[src/rtl/multicycle_controller.sv]
// Multi-cycle MIPS main controller.
// Sequences each instruction through FETCH/DECODE/EXEC/MEM/WB and drives the
// shared-ALU, single-memory datapath. FETCH and MEM stretch on mem_ready; a
// wait-cycle watchdog (MEM_TIMEOUT, 0 = off) halts the machine with a sticky
// bus_err when memory never answers.
//
// Optional feature (macro MULTICYCLE_ILLEGAL_TRAP_EN): an unknown
// opcode/funct in EXEC pulses illegal_o for one cycle and halts. Without the
// macro the port is absent and unknown instructions run as a 3-cycle NOP.
//
// Ports:
//   clk, reset        rising-edge clock, synchronous active-low reset
//   OpCode, Funct     IR[31:26] / IR[5:0]
//   mem_ready         memory completes the current access this cycle
//   PCWrite .. PCSource  datapath mux selects and enables
//   bus_err           sticky watchdog error
//   state_o           current state (debug)
//   illegal_o         illegal-instruction pulse (trap build only)
module multicycle_controller #(
  parameter int unsigned MEM_TIMEOUT = 15,
  parameter int unsigned TCNT_W      = 4
) (
  input  logic       clk,
  input  logic       reset,
  input  logic [5:0] OpCode,
  input  logic [5:0] Funct,
  input  logic       mem_ready,
  output logic       PCWrite,
  output logic       PCWriteCond,
  output logic [2:0] Branch,
  output logic       IorD,
  output logic       MemRead,
  output logic       MemWrite,
  output logic       IRWrite,
  output logic [1:0] MemtoReg,
  output logic [1:0] RegDst,
  output logic       RegWrite,
  output logic       ExtOp,
  output logic       LuiOp,
  output logic [1:0] ALUSrcA,
  output logic [1:0] ALUSrcB,
  output logic [3:0] ALUOp,
  output logic [1:0] PCSource,
  output logic       bus_err,
  output logic [2:0] state_o
`ifdef MULTICYCLE_ILLEGAL_TRAP_EN
  ,
  output logic       illegal_o
`endif
);

  typedef enum logic [2:0] {
    StFetch  = 3'd0,
    StDecode = 3'd1,
    StExec   = 3'd2,
    StMem    = 3'd3,
    StWb     = 3'd4,
    StHalt   = 3'd5
  } state_e;

  typedef enum logic [3:0] {
    ClsRalu, ClsRshift, ClsIalu, ClsLoad, ClsStore, ClsBranch,
    ClsJ, ClsJal, ClsJr, ClsJalr, ClsIllegal
  } cls_e;

  // Last wait cycle index before the watchdog fires (counter counts prior waits).
  localparam int unsigned      LastWaitInt = (MEM_TIMEOUT == 0) ? 0 : MEM_TIMEOUT - 1;
  localparam logic [TCNT_W-1:0] LastWait   = TCNT_W'(LastWaitInt);

  state_e            state_q, state_d;
  logic [TCNT_W-1:0] wcnt_q, wcnt_d;
  logic              bus_err_q, bus_err_d;
  cls_e              cls;
  logic              waiting;
  logic              timeout;

  // Instruction class from the IR fields.
  always_comb begin
    cls = ClsIllegal;
    case (OpCode)
      6'h00: begin
        case (Funct)
          6'h20, 6'h21, 6'h22, 6'h23, 6'h24,
          6'h25, 6'h26, 6'h27, 6'h2a, 6'h2b: cls = ClsRalu;
          6'h00, 6'h02, 6'h03:               cls = ClsRshift;
          6'h08:                             cls = ClsJr;
          6'h09:                             cls = ClsJalr;
          default:                           cls = ClsIllegal;
        endcase
      end
      6'h08, 6'h09, 6'h0a, 6'h0b, 6'h0c, 6'h0f: cls = ClsIalu;
      6'h23:                                    cls = ClsLoad;
      6'h2b:                                    cls = ClsStore;
      6'h01, 6'h04, 6'h05, 6'h06, 6'h07:        cls = ClsBranch;
      6'h02:                                    cls = ClsJ;
      6'h03:                                    cls = ClsJal;
      default:                                  cls = ClsIllegal;
    endcase
  end

  assign waiting = ((state_q == StFetch) || (state_q == StMem)) && !mem_ready;
  assign timeout = (MEM_TIMEOUT != 0) && waiting && (wcnt_q >= LastWait);

  // Next-state logic.
  always_comb begin
    state_d = state_q;
    case (state_q)
      StFetch: begin
        if (mem_ready)    state_d = StDecode;
        else if (timeout) state_d = StHalt;
      end
      StDecode: state_d = StExec;
      StExec: begin
        case (cls)
          ClsRalu, ClsRshift, ClsIalu: state_d = StWb;
          ClsLoad, ClsStore:           state_d = StMem;
`ifdef MULTICYCLE_ILLEGAL_TRAP_EN
          ClsIllegal:                  state_d = StHalt;
`endif
          default:                     state_d = StFetch;
        endcase
      end
      StMem: begin
        if (mem_ready)    state_d = (cls == ClsLoad) ? StWb : StFetch;
        else if (timeout) state_d = StHalt;
      end
      StWb:    state_d = StFetch;
      StHalt:  state_d = StHalt;
      default: state_d = StFetch;
    endcase
  end

  // Wait counter: counts stalled cycles within one state, saturating.
  always_comb begin
    wcnt_d = wcnt_q;
    if (state_d != state_q)           wcnt_d = '0;
    else if (waiting && wcnt_q != '1) wcnt_d = wcnt_q + TCNT_W'(1);
  end

  assign bus_err_d = bus_err_q | timeout;

  always_ff @(posedge clk) begin
    if (!reset) begin
      state_q   <= StFetch;
      wcnt_q    <= '0;
      bus_err_q <= 1'b0;
    end else begin
      state_q   <= state_d;
      wcnt_q    <= wcnt_d;
      bus_err_q <= bus_err_d;
    end
  end

  // Control outputs.
  always_comb begin
    PCWrite     = 1'b0;
    PCWriteCond = 1'b0;
    Branch      = 3'b000;
    IorD        = 1'b0;
    MemRead     = 1'b0;
    MemWrite    = 1'b0;
    IRWrite     = 1'b0;
    MemtoReg    = 2'b00;
    RegDst      = 2'b00;
    RegWrite    = 1'b0;
    ExtOp       = 1'b0;
    LuiOp       = 1'b0;
    ALUSrcA     = 2'b00;
    ALUSrcB     = 2'b00;
    ALUOp       = 4'b0000;
    PCSource    = 2'b00;
    case (state_q)
      StFetch: begin
        MemRead = 1'b1;
        ALUSrcB = 2'b01;
        IRWrite = mem_ready;
        PCWrite = mem_ready;
      end
      StDecode: begin
        // Precompute the branch target into ALUOut.
        ALUSrcB = 2'b11;
        ExtOp   = 1'b1;
      end
      StExec: begin
        ALUOp[3] = OpCode[0];
        if (OpCode == 6'h00)                         ALUOp[2:0] = 3'b010;
        else if (cls == ClsBranch)                   ALUOp[2:0] = 3'b001;
        else if (OpCode == 6'h0c)                    ALUOp[2:0] = 3'b100;
        else if (OpCode == 6'h0a || OpCode == 6'h0b) ALUOp[2:0] = 3'b101;
        case (cls)
          ClsRalu: ALUSrcA = 2'b01;
          ClsRshift: ALUSrcA = 2'b10;
          ClsIalu: begin
            ALUSrcA = 2'b01;
            ALUSrcB = 2'b10;
            ExtOp   = 1'b1;
            LuiOp   = (OpCode == 6'h0f);
          end
          ClsLoad, ClsStore: begin
            ALUSrcA = 2'b01;
            ALUSrcB = 2'b10;
            ExtOp   = 1'b1;
          end
          ClsBranch: begin
            ALUSrcA     = 2'b01;
            Branch      = OpCode[2:0];
            PCWriteCond = 1'b1;
            PCSource    = 2'b01;
          end
          ClsJ, ClsJal: begin
            PCWrite  = 1'b1;
            PCSource = 2'b10;
            if (cls == ClsJal) begin
              RegWrite = 1'b1;
              RegDst   = 2'b10;
              MemtoReg = 2'b10;
            end
          end
          ClsJr, ClsJalr: begin
            PCWrite  = 1'b1;
            PCSource = 2'b11;
            if (cls == ClsJalr) begin
              RegWrite = 1'b1;
              RegDst   = 2'b01;
              MemtoReg = 2'b10;
            end
          end
          default: ;
        endcase
      end
      StMem: begin
        IorD     = 1'b1;
        MemRead  = (cls == ClsLoad);
        MemWrite = (cls == ClsStore);
      end
      StWb: begin
        RegWrite = 1'b1;
        case (cls)
          ClsIalu: MemtoReg = 2'b01;
          ClsRalu, ClsRshift: begin
            RegDst   = 2'b01;
            MemtoReg = 2'b01;
          end
          default: ;
        endcase
      end
      default: ;
    endcase
    // Reset aborts the instruction: no strobe may escape in the reset cycle.
    if (!reset) begin
      PCWrite     = 1'b0;
      PCWriteCond = 1'b0;
      Branch      = 3'b000;
      IorD        = 1'b0;
      MemRead     = 1'b0;
      MemWrite    = 1'b0;
      IRWrite     = 1'b0;
      MemtoReg    = 2'b00;
      RegDst      = 2'b00;
      RegWrite    = 1'b0;
      ExtOp       = 1'b0;
      LuiOp       = 1'b0;
      ALUSrcA     = 2'b00;
      ALUSrcB     = 2'b00;
      ALUOp       = 4'b0000;
      PCSource    = 2'b00;
    end
  end

  assign bus_err = bus_err_q & reset;
  assign state_o = state_q;

`ifdef MULTICYCLE_ILLEGAL_TRAP_EN
  assign illegal_o = reset && (state_q == StExec) && (cls == ClsIllegal);
`endif

endmodule

[config.mk]
export PLATFORM = sky130hd
export DESIGN_NAME = multicycle_controller
export DESIGN_NICKNAME = d
export VERILOG_FILES = /design/src/rtl/multicycle_controller.sv
export SDC_FILE = /design/constraint.sdc
export NUM_CORES = 1
export LEC_CHECK = 0
export CAP_MARGIN = 20
export CORE_AREA = 2 2 53 55
export DETAILED_ROUTE_END_ITERATION = 10
export DIE_AREA = 0 0 55 57
export GPL_TIMING_DRIVEN = 0
export PLACE_DENSITY = 0.84
export SYNTH_ARGS = -nofsm -noshare
export SYNTH_HDL_FRONTEND = slang
export SYNTH_SLANG_ARGS = --single-unit
[constraint.sdc]
create_clock -name clk -period 4.52 [get_ports clk]
set_input_delay 0.904 -clock clk [delete_from_list [all_inputs] [get_ports clk]]
set_output_delay 0.904 -clock clk [all_outputs]
set_load 0.02 [all_outputs]
# Word-level counts from Yosys, hierarchy flattened
# Memories as Yosys holds them, arrays and structs flattened.
# Index checks and enable logic that the tools add are counted.
[classes]
addsub = 1
mul = 0
n_div = 0
n_lt_le_gt_ge = 1
n_eq_ne = 31
shifts = 0
n_mux = 61
bitwise_logic = 3
reduce_logical = 20
[op_table]
columns = ["op", "n"]
rows = [
  ["$eq A6 B4 Y1 const B", 6],
  ["$mux W3", 11],
  ["$pmux W4 S7", 1],
  ["$eq A6 B3 Y1 const B", 4],
  ["$mux W1", 23],
  ["$mux W2", 10],
  ["$pmux W2 S2", 5],
  ["$eq A4 B3 Y1 const B", 4],
  ["$pmux W3 S5", 1],
  ["$eq A6 B2 Y1 const B", 2],
  ["$eq A6 B6 Y1 const B", 2],
  ["$pmux W2 S3", 2],
  ["$pmux W1 S2", 5],
  ["$reduce_or A2 Y1", 5],
  ["$reduce_or A5 Y1", 2],
  ["$eq A4 B2 Y1 const B", 2],
  ["$eq A4 B4 Y1 const B", 2],
  ["$mux W4", 2],
  ["$eq A3 B2 Y1 const B", 2],
  ["$eq A3 B3 Y1 const B", 2],
  ["$eq A6 B1 Y1 const B", 1],
  ["$logic_not A6 Y1", 1],
  ["$pmux W3 S2", 1],
  ["$reduce_or A3 Y1", 2],
  ["16 further kinds", 19],
]
[totals]
ff_bits = 8
latch_bits = 0
ram_bits = 0
rom_bits = 192
mem_count = 1
[memory_table]
columns = ["name", "depth", "word_bits", "read_ports", "rd_ports_with_merged_regs", "wr", "line_no", "rtl"]
rows = [
  ["(no name shown)", 64, 3, 1, 0, 0, "82", "case (Funct)"],
]

# Depth between registers and ports, before layout
# Gate-level depths: netlist (run 1).
[depth]
depth_word = 9
mapped_depth = 7

# Worst setup path before layout (run 1)
# Ideal clock, no wire load.
[synth_timing]
path_type = "input-to-output"
startpoint = "input Funct[5]"
endpoint = "output RegDst[0]"
arrival_time_ns = 2.658
required_ns = 3.616
path_slack_ns = 0.958
stages = 5
cell_sequence = "or3_4 -> a211o_1 -> a311oi_2 -> o21ai_0 -> a211oi_1"
[synth_between]
elab_chain_cells = 7
elab_cells_between_ends = 16
classes_between = "eq/ne (5); mux (6); reduce/logical (4); memory (1)"
[synth_lines]
columns = ["element", "line_no", "rtl"]
rows = [
  ["start, declared", "26", "input logic [5:0] Funct,"],
  ["$mem_v2 Z64 W3 *", "--", ""],
  ["$pmux W4 S7 *", "80", "case (OpCode)"],
  ["$eq A4 B4 Y1 (tied with other cells)", "190, 222", ""],
  ["$mux W1 / $reduce_or A2 Y1 (equally long branches)", "--", ""],
  ["$pmux W2 S2 / $mux W1 (equally long branches)", "190, 238", ""],
  ["$pmux W2 S2 *", "172", "case (state_q)"],
  ["$mux W2 *", "250", "if (!reset) begin"],
  ["end, declared", "36", "output logic [1:0] RegDst,"],
]
# Mark *: on every way between the ends. The rest lies on a longest branch, timed or not.

# Worst setup path in the final report (run 1)
[layout_timing]
startpoint = "input OpCode[2]"
endpoint = "output RegDst[1]"
[layout_between]
elab_chain_cells = 8
elab_cells_between_ends = 29
classes_between = "eq/ne (19); mux (5); reduce/logical (5)"
[layout_lines]
columns = ["element", "line_no", "rtl"]
rows = [
  ["start, declared", "25", "input logic [5:0] OpCode,"],
  ["$eq A6 B4 Y1 (tied with other cells)", "80", ""],
  ["$reduce_or A6 Y1 / $reduce_or A5 Y1 (equally long branches)", "80", ""],
  ["$pmux W4 S7 *", "80", ""],
  ["$eq A4 B3 Y1 (tied with other cells)", "190, 213", ""],
  ["$mux W2 / $reduce_or A2 Y1 (equally long branches)", "--", ""],
  ["$pmux W2 S2 *", "190", "case (cls)"],
  ["$pmux W2 S2 *", "172", ""],
  ["$mux W2 *", "250", ""],
]
# Marked as above.

==> results.toml, run 1 <==
[sta]
setup_viol = 0
skew_ns = 0.00870
tns_ns = 0
holdWs_ns = 0.462
rsz0062_at_grt = "true"
slew_headroom = 0.630
tightest_slew_ns = 0.540
timing.final.max_slew_violations = 0
period_share = 0.983
finalHoldViolCount = 0
worst_slack_ns = 0.0751
period_needed_ns = 4.44
max_freq_ghz = 0.225

[power_and_ir_drop]
p_per_area_nw_per_um2 = 141
p_leak_nw = 0.656
irDropWorstVdd_mv = 0.228

[yosys]
synth_mux_area_frac = 0.0177
synth_largest_area_cell = "dfxtp_1"
yosysWarnings = 0
synth_top_area_frac = 0.141
yosysUniqueCellTypes = 53
synth_top_family_by_area = "simple AND/OR/NAND/NOR gates"
seq_area_frac_synth = 0.141
synth_area_um2 = 1130
synth_seq_cells = 8
avgSynthCellArea_um2 = 6.78
yosys-top-cells-area = "dfxtp_1 (14%), nor2_1 (9.0%), a21oi_1 (5.3%)"
syn-num-nets = 184
synth_edf_count = 0
synthFlopType = "dfxtp_1"
synth_xor_area_frac = 0.0232
synthAdderAreaFrac = 0.0221
synthSimpleGateAreaFrac = 0.419
synth_compound_area_frac = 0.304
synth-async-reset-ratio = 0
synthCells = 167

[floorplanning]
die_x_um = 55
core.rowCount = 19
die_h_um = 57
pin_count = 45
core_um2 = 2620
initial_utilization = 0.433
die_area_um2 = 3140

[worst_hold_path]
holdPathStages = 1
hold_path_end = "bus_err_q$_SDFF_PN0_"
hp-start = "bus_err_q$_SDFF_PN0_"
hold_path_class = "flip-flop to flip-flop"

[global_routing]
track_usage = 0.210
antenna_found_initial = 0
grt_pass1_wl_um = 5110
gr-total-overflow = 0
grt_max_degree = 11
grt_pass1_vias = 1213

[worst_setup_path]
critical-path-max-stage-delay_ns = 0.61
cp_max_fo = 8
reg2reg_depth = 7
cp.arrival_ns = 3.54
r2r_end = "wcnt_q[3]$_SDFFE_PP0P_"
critical_path_required_ns = 3.62
reg2reg_setup_slack_ns = 2.69
path_buf_inv = 2
worst_path_most_repeated_cell = "clkdlybuf4s50_1"
startpoint_type = "primary input"
worst_r2r_startpoint = "state_o[1]$_SDFF_PN0_"
worstSetupPathType = "primary input to output port"
end_kind = "output port"
crit_chain = "clkdlybuf4s50_1 -> or4_4 -> nor4_4 -> a31oi_2 -> or2_1 -> nor2_1 -> clkdlybuf4s50_1"
cp_top_family = "simple AND/OR/NAND/NOR gates"
crit_slowest_cell = "clkdlybuf4s50_1"

[job]
cap_violations = 0

[final_layout]
mostFrequentLayoutCell = "clkdlybuf4s50_1"
final_cell_mix = "clkdlybuf4s50_1 (39), nor2_1 (27), nand2_1 (13), a21oi_1 (12), nand2b_1 (9)"
area_delta_synth_final_pct = 46.4
antennaDiodeCount = 0
final_area_um2 = 1660
drive_gt1_frac = 0.0841
nNetsFinal = 233

[clock_network]
cts_setup_buffers = 0
cts_tree = "done"
ctsRootBufferMaster = "clkbuf_4"
worstSkewPairLatency_ns = 0.26
cts_buffers = 3
clk_pin_slew_worst_paths_ns = 0.05
clockBufferDepth = 2
cts_max_level = 1
clock-sinks = 8

[drt]
drc = 0
routed_via_density = 5.77
wl_per_cell_um = 12.9
drt_iter0_markers = 50
vias = 1413
ant_nets = 0
routed_wl_um = 3160
drtPass1Iterations = 4

[place]
dpl-instance-area_um2 = 1610
hpwlAfterDp_um = 2480
dp_slack_ns = 0.0349
place_congestion = 0.806
port_buffers = 44

[run_status]
outcome = "completed"
## cell usage after synthesis (2+ instances only)
| cell type | instances |
|---|---|
| nor2_1 | 27 |
| nand2_1 | 13 |
| a21oi_1 | 12 |
| clkbuf_1 | 9 |
| nand2b_1 | 9 |
| dfxtp_1 | 8 |
| inv_1 | 8 |
| o21ai_0 | 7 |
| and2_1 | 6 |
| nand3_1 | 5 |
| nor2b_1 | 4 |
| nor3_1 | 4 |
| a2111oi_0 | 3 |
| a211oi_1 | 3 |
| nor4_1 | 3 |
| ha_1 | 2 |
| mux2i_1 | 2 |
| nand4bb_1 | 2 |
| o211ai_1 | 2 |
| o21a_1 | 2 |
| o22ai_1 | 2 |
| o32ai_1 | 2 |
| xor2_1 | 2 |
## registers in the layout, summed over array words and instances (netlist names)
name and count:
bus_err_q 1, state_o 3, wcnt_q 4
## stage by stage
stage / total power, mW / util / cells
floorplan: 0.139 / - / 167
global placement: 0.177 / 0.616 / 242
detailed placement: 0.178 / 0.616 / 242
CTS: 0.234 / 0.625 / 245
global route: 0.251 / 0.634 / 245
finish: 0.233 / 0.634 / 245
## cell families after synthesis
logic type | count (synthesis)
compound gates | 48
xor+xnor | 3
fa+ha+maj | 2
buf+inv | 19
flops | 8
mux | 2
simple gates | 85
## layout make-up
class	count	area (um2)
timing repair buffer	44	453
multi-input combinational	140	897
tap	31	38.8
clock buffer	3	22.5
fill	250	957
sequential	8	160
inverter	8	30.0
buffer	11	56.3
## worst reg2reg max path: cells and delay by family, from the launching register on
family / cells / cell delay [ns]
xor gates and xnor gates: 1 / 0.14
buffers and inverters: 2 / 0.56
and+or+nand+nor: 4 / 0.63
DFF: 1 / 0.39
## how the worst max path moves through the flow
stage | cells after the start | startpoint | slack [ns] | end
after global routing | 8 | OpCode[1] | -0.01 | PCWrite
after global placement | 7 | reset | 0.04 | PCSource[0]
final | 7 | OpCode[2] | 0.08 | RegDst[1]
after floorplan | 5 | Funct[5] | 0.96 | RegDst[0]
after detailed placement | 7 | reset | 0.03 | PCSource[0]
after CTS | 7 | reset | 0.03 | PCSource[0]
## routing by layer
metal	wire length, um	vias to the layer above	global-route usage
li1	-	706	-
met1	1400	649	0.277
met2	1490	52	0.344
met3	222	6	0.0550
met4	41	0	0.0383
met5	0	-	0
## power breakdown
| part | internal [mW] | switching [mW] | leakage, nW |
|---|---|---|---|
| sequential | 0.0732 | 0.00258 | 0.0650 |
| combinational | 0.0459 | 0.0566 | 0.577 |
| clock | 0.0304 | 0.0244 | 0.0138 |
| total | 0.149 | 0.0836 | 0.656 |
## repair_timing
item / 4_1_cts / 5_1_grt
setup endpoints to repair: 0 / 13
gates resized for setup: 0 / 14
hold buffers: 0 / 0
(Power assumes the default switching activity.)
==> inputs of run 2 (changes only) <==
CORE_AREA = 5 5 56 58   (was 2 2 53 55)
DIE_AREA = 0 0 61 63   (was 0 0 55 57)
==> results.toml, run 2 (synthesized netlist as in run 1, its figures left out) <==
[run_status]
outcome = "completed"

[worst_setup_path]
startpoint_type = "primary input"
crit_slowest_cell = "clkdlybuf4s50_1"
path_buf_inv = 2
worst_path_most_repeated_cell = "clkdlybuf4s50_1"
worstSetupPathType = "primary input to output port"
crit_chain = "clkdlybuf4s50_1 -> or3_4 -> a211o_1 -> a311oi_4 -> nor3b_4 -> and2_1 -> clkdlybuf4s50_1"
cp_max_fo = 5
critical_path_required_ns = 3.62
cp_top_family = "buffers and inverters"
cp.arrival_ns = 3.48
critical-path-max-stage-delay_ns = 0.59
end_kind = "output port"

[power_and_ir_drop]
p_int_mw = 0.150
p_per_area_nw_per_um2 = 139
irDropWorstVdd_mv = 0.256
seq_power_share = 0.324
combPwrFrac = 0.450
p_leak_nw = 0.645
p_sw_frac = 0.359
power.share.clock = 0.226
power_switching_mw = 0.0839

[sta]
tightest_slew_ns = 0.517
period_share = 0.971
setup_viol = 0
rsz0062_at_grt = "false"
skew_ns = 0.000278
slew_headroom = 0.652
period_needed_ns = 4.39
max_freq_ghz = 0.228
finalHoldViolCount = 0
timing.final.max_slew_violations = 0

[clock_network]
cts_buffers = 3
worstSkewPairLatency_ns = 0.25
clk_pin_slew_worst_paths_ns = 0.05
clockBufferDepth = 2
cts_tree = "done"
ctsRootBufferMaster = "clkbuf_4"
cts_max_level = 1
cts_setup_buffers = 0
clock-sinks = 8

[final_layout]
drive_gt1_frac = 0.0935
final_cell_mix = "clkdlybuf4s50_1 (39), nor2_1 (27), nand2_1 (13), a21oi_1 (12), nand2b_1 (9)"
fin_util = 0.641
antennaDiodeCount = 0
area_delta_synth_final_pct = 48.1
largest_register_ff_count = 4
top_register = "wcnt_q"
nNetsFinal = 233
nFillCells = 249
multi_input_area_um2 = 916
regArea_um2 = 160
mostFrequentLayoutCell = "clkdlybuf4s50_1"
layout.cells.non_filler = 245

[drt]
drt_iter0_markers = 51
drc = 0
routed_via_density = 5.71
drtPass1Iterations = 4
vias = 1400
ant_nets = 0
wl_per_cell_um = 13.7
routed_wl_um = 3350

[global_routing]
antenna_found_initial = 0
grt_max_degree = 11
grt_pass1_vias = 1201
gr-total-overflow = 0
track_usage = 0.174
grt_pass1_wl_um = 5400

[floorplanning]
die_area_um2 = 3840
initial_utilization = 0.433
die_h_um = 63
die_x_um = 61
pin_count = 45
core.rowCount = 19
core_um2 = 2620

[job]
cap_violations = 0

[place]
place_congestion = 0.826
port_buffers = 44
hpwlAfterDp_um = 2610
dp.cells = 242

[worst_hold_path]
hold_path_class = "flip-flop to flip-flop"
run 2: cell counts in the layout (fill, tap and decap cells not counted):
No cell type changed its count.
run 2: what timing repair did:
action | in CTS | in global routing
endpoints found under the setup margin | 2 | 13
resized for setup | 1 | 17
pin swaps | 0 | 1
hold endpoints to repair | 0 | 0
hold buffers | 0 | 0
run 2: area by class of cell:
class | count | area share
tap | 31 | 0.0231
buffer | 11 | 0.0336
sequential | 8 | 0.0955
inverter | 8 | 0.0179
timing repair buffer | 44 | 0.270
multi-input combinational | 140 | 0.546
clock buffer | 3 | 0.0134
run 2: path summary, 6_finish.rpt:
kind                    startpoint                endpoint  slack (ns)  depth (start not counted)
max                       Funct[5]               Branch[1]        0.13                          7
min           bus_err_q$_SDFF_PN0_    bus_err_q$_SDFF_PN0_        0.46                          1
max reg2reg  state_o[1]$_SDFF_PN0_  wcnt_q[3]$_SDFFE_PP0P_        2.68                          7
min reg2reg   bus_err_q$_SDFF_PN0_    bus_err_q$_SDFF_PN0_        0.46                          1
run 2: per-layer routing:
| metal | share of wire | GRT usage |
|---|---|---|
| met5 | 0 | 0 |
| met3 | 0.070 | 0.0413 |
| met2 | 0.49 | 0.271 |
| met4 | 0 | 0.00813 |
| met1 | 0.44 | 0.253 |
run 2: power by group through the flow:
stage,Sequential [mW],Clock (mW),Combinational [mW]
2_1_floorplan,0.0783,0,0.0603
3_3_place_gp,0.0770,0,0.100
3_5_place_dp,0.0770,0,0.101
4_1_cts,0.0755,0.0550,0.102
5_1_grt,0.0761,0.0639,0.115
6_report,0.0757,0.0529,0.105
run 2: per-stage QoR:
step | setup TNS, ns | setup slack [ns] | hold slack (ns) | cell area [um2] | total power [mW]
6_report | 0 | 0.132 | 0.462 | 1680 | 0.234
5_1_grt | 0 | 0.0196 | 0.487 | 1680 | 0.255
3_5_place_dp | -0.0162 | -0.0152 | 0.450 | 1610 | 0.178
2_1_floorplan | 0 | 0.958 | 0.433 | 1130 | 0.139
4_1_cts | 0 | 0.0114 | 0.462 | 1640 | 0.233
3_3_place_gp | 0 | 0.0278 | 0.441 | 1610 | 0.177
==> inputs of run 3 (changes only) <==
CAP_MARGIN = 10   (was 20)
==> results of run 3 <==
Final layout, timing and power as in run 2 (identical DEF).
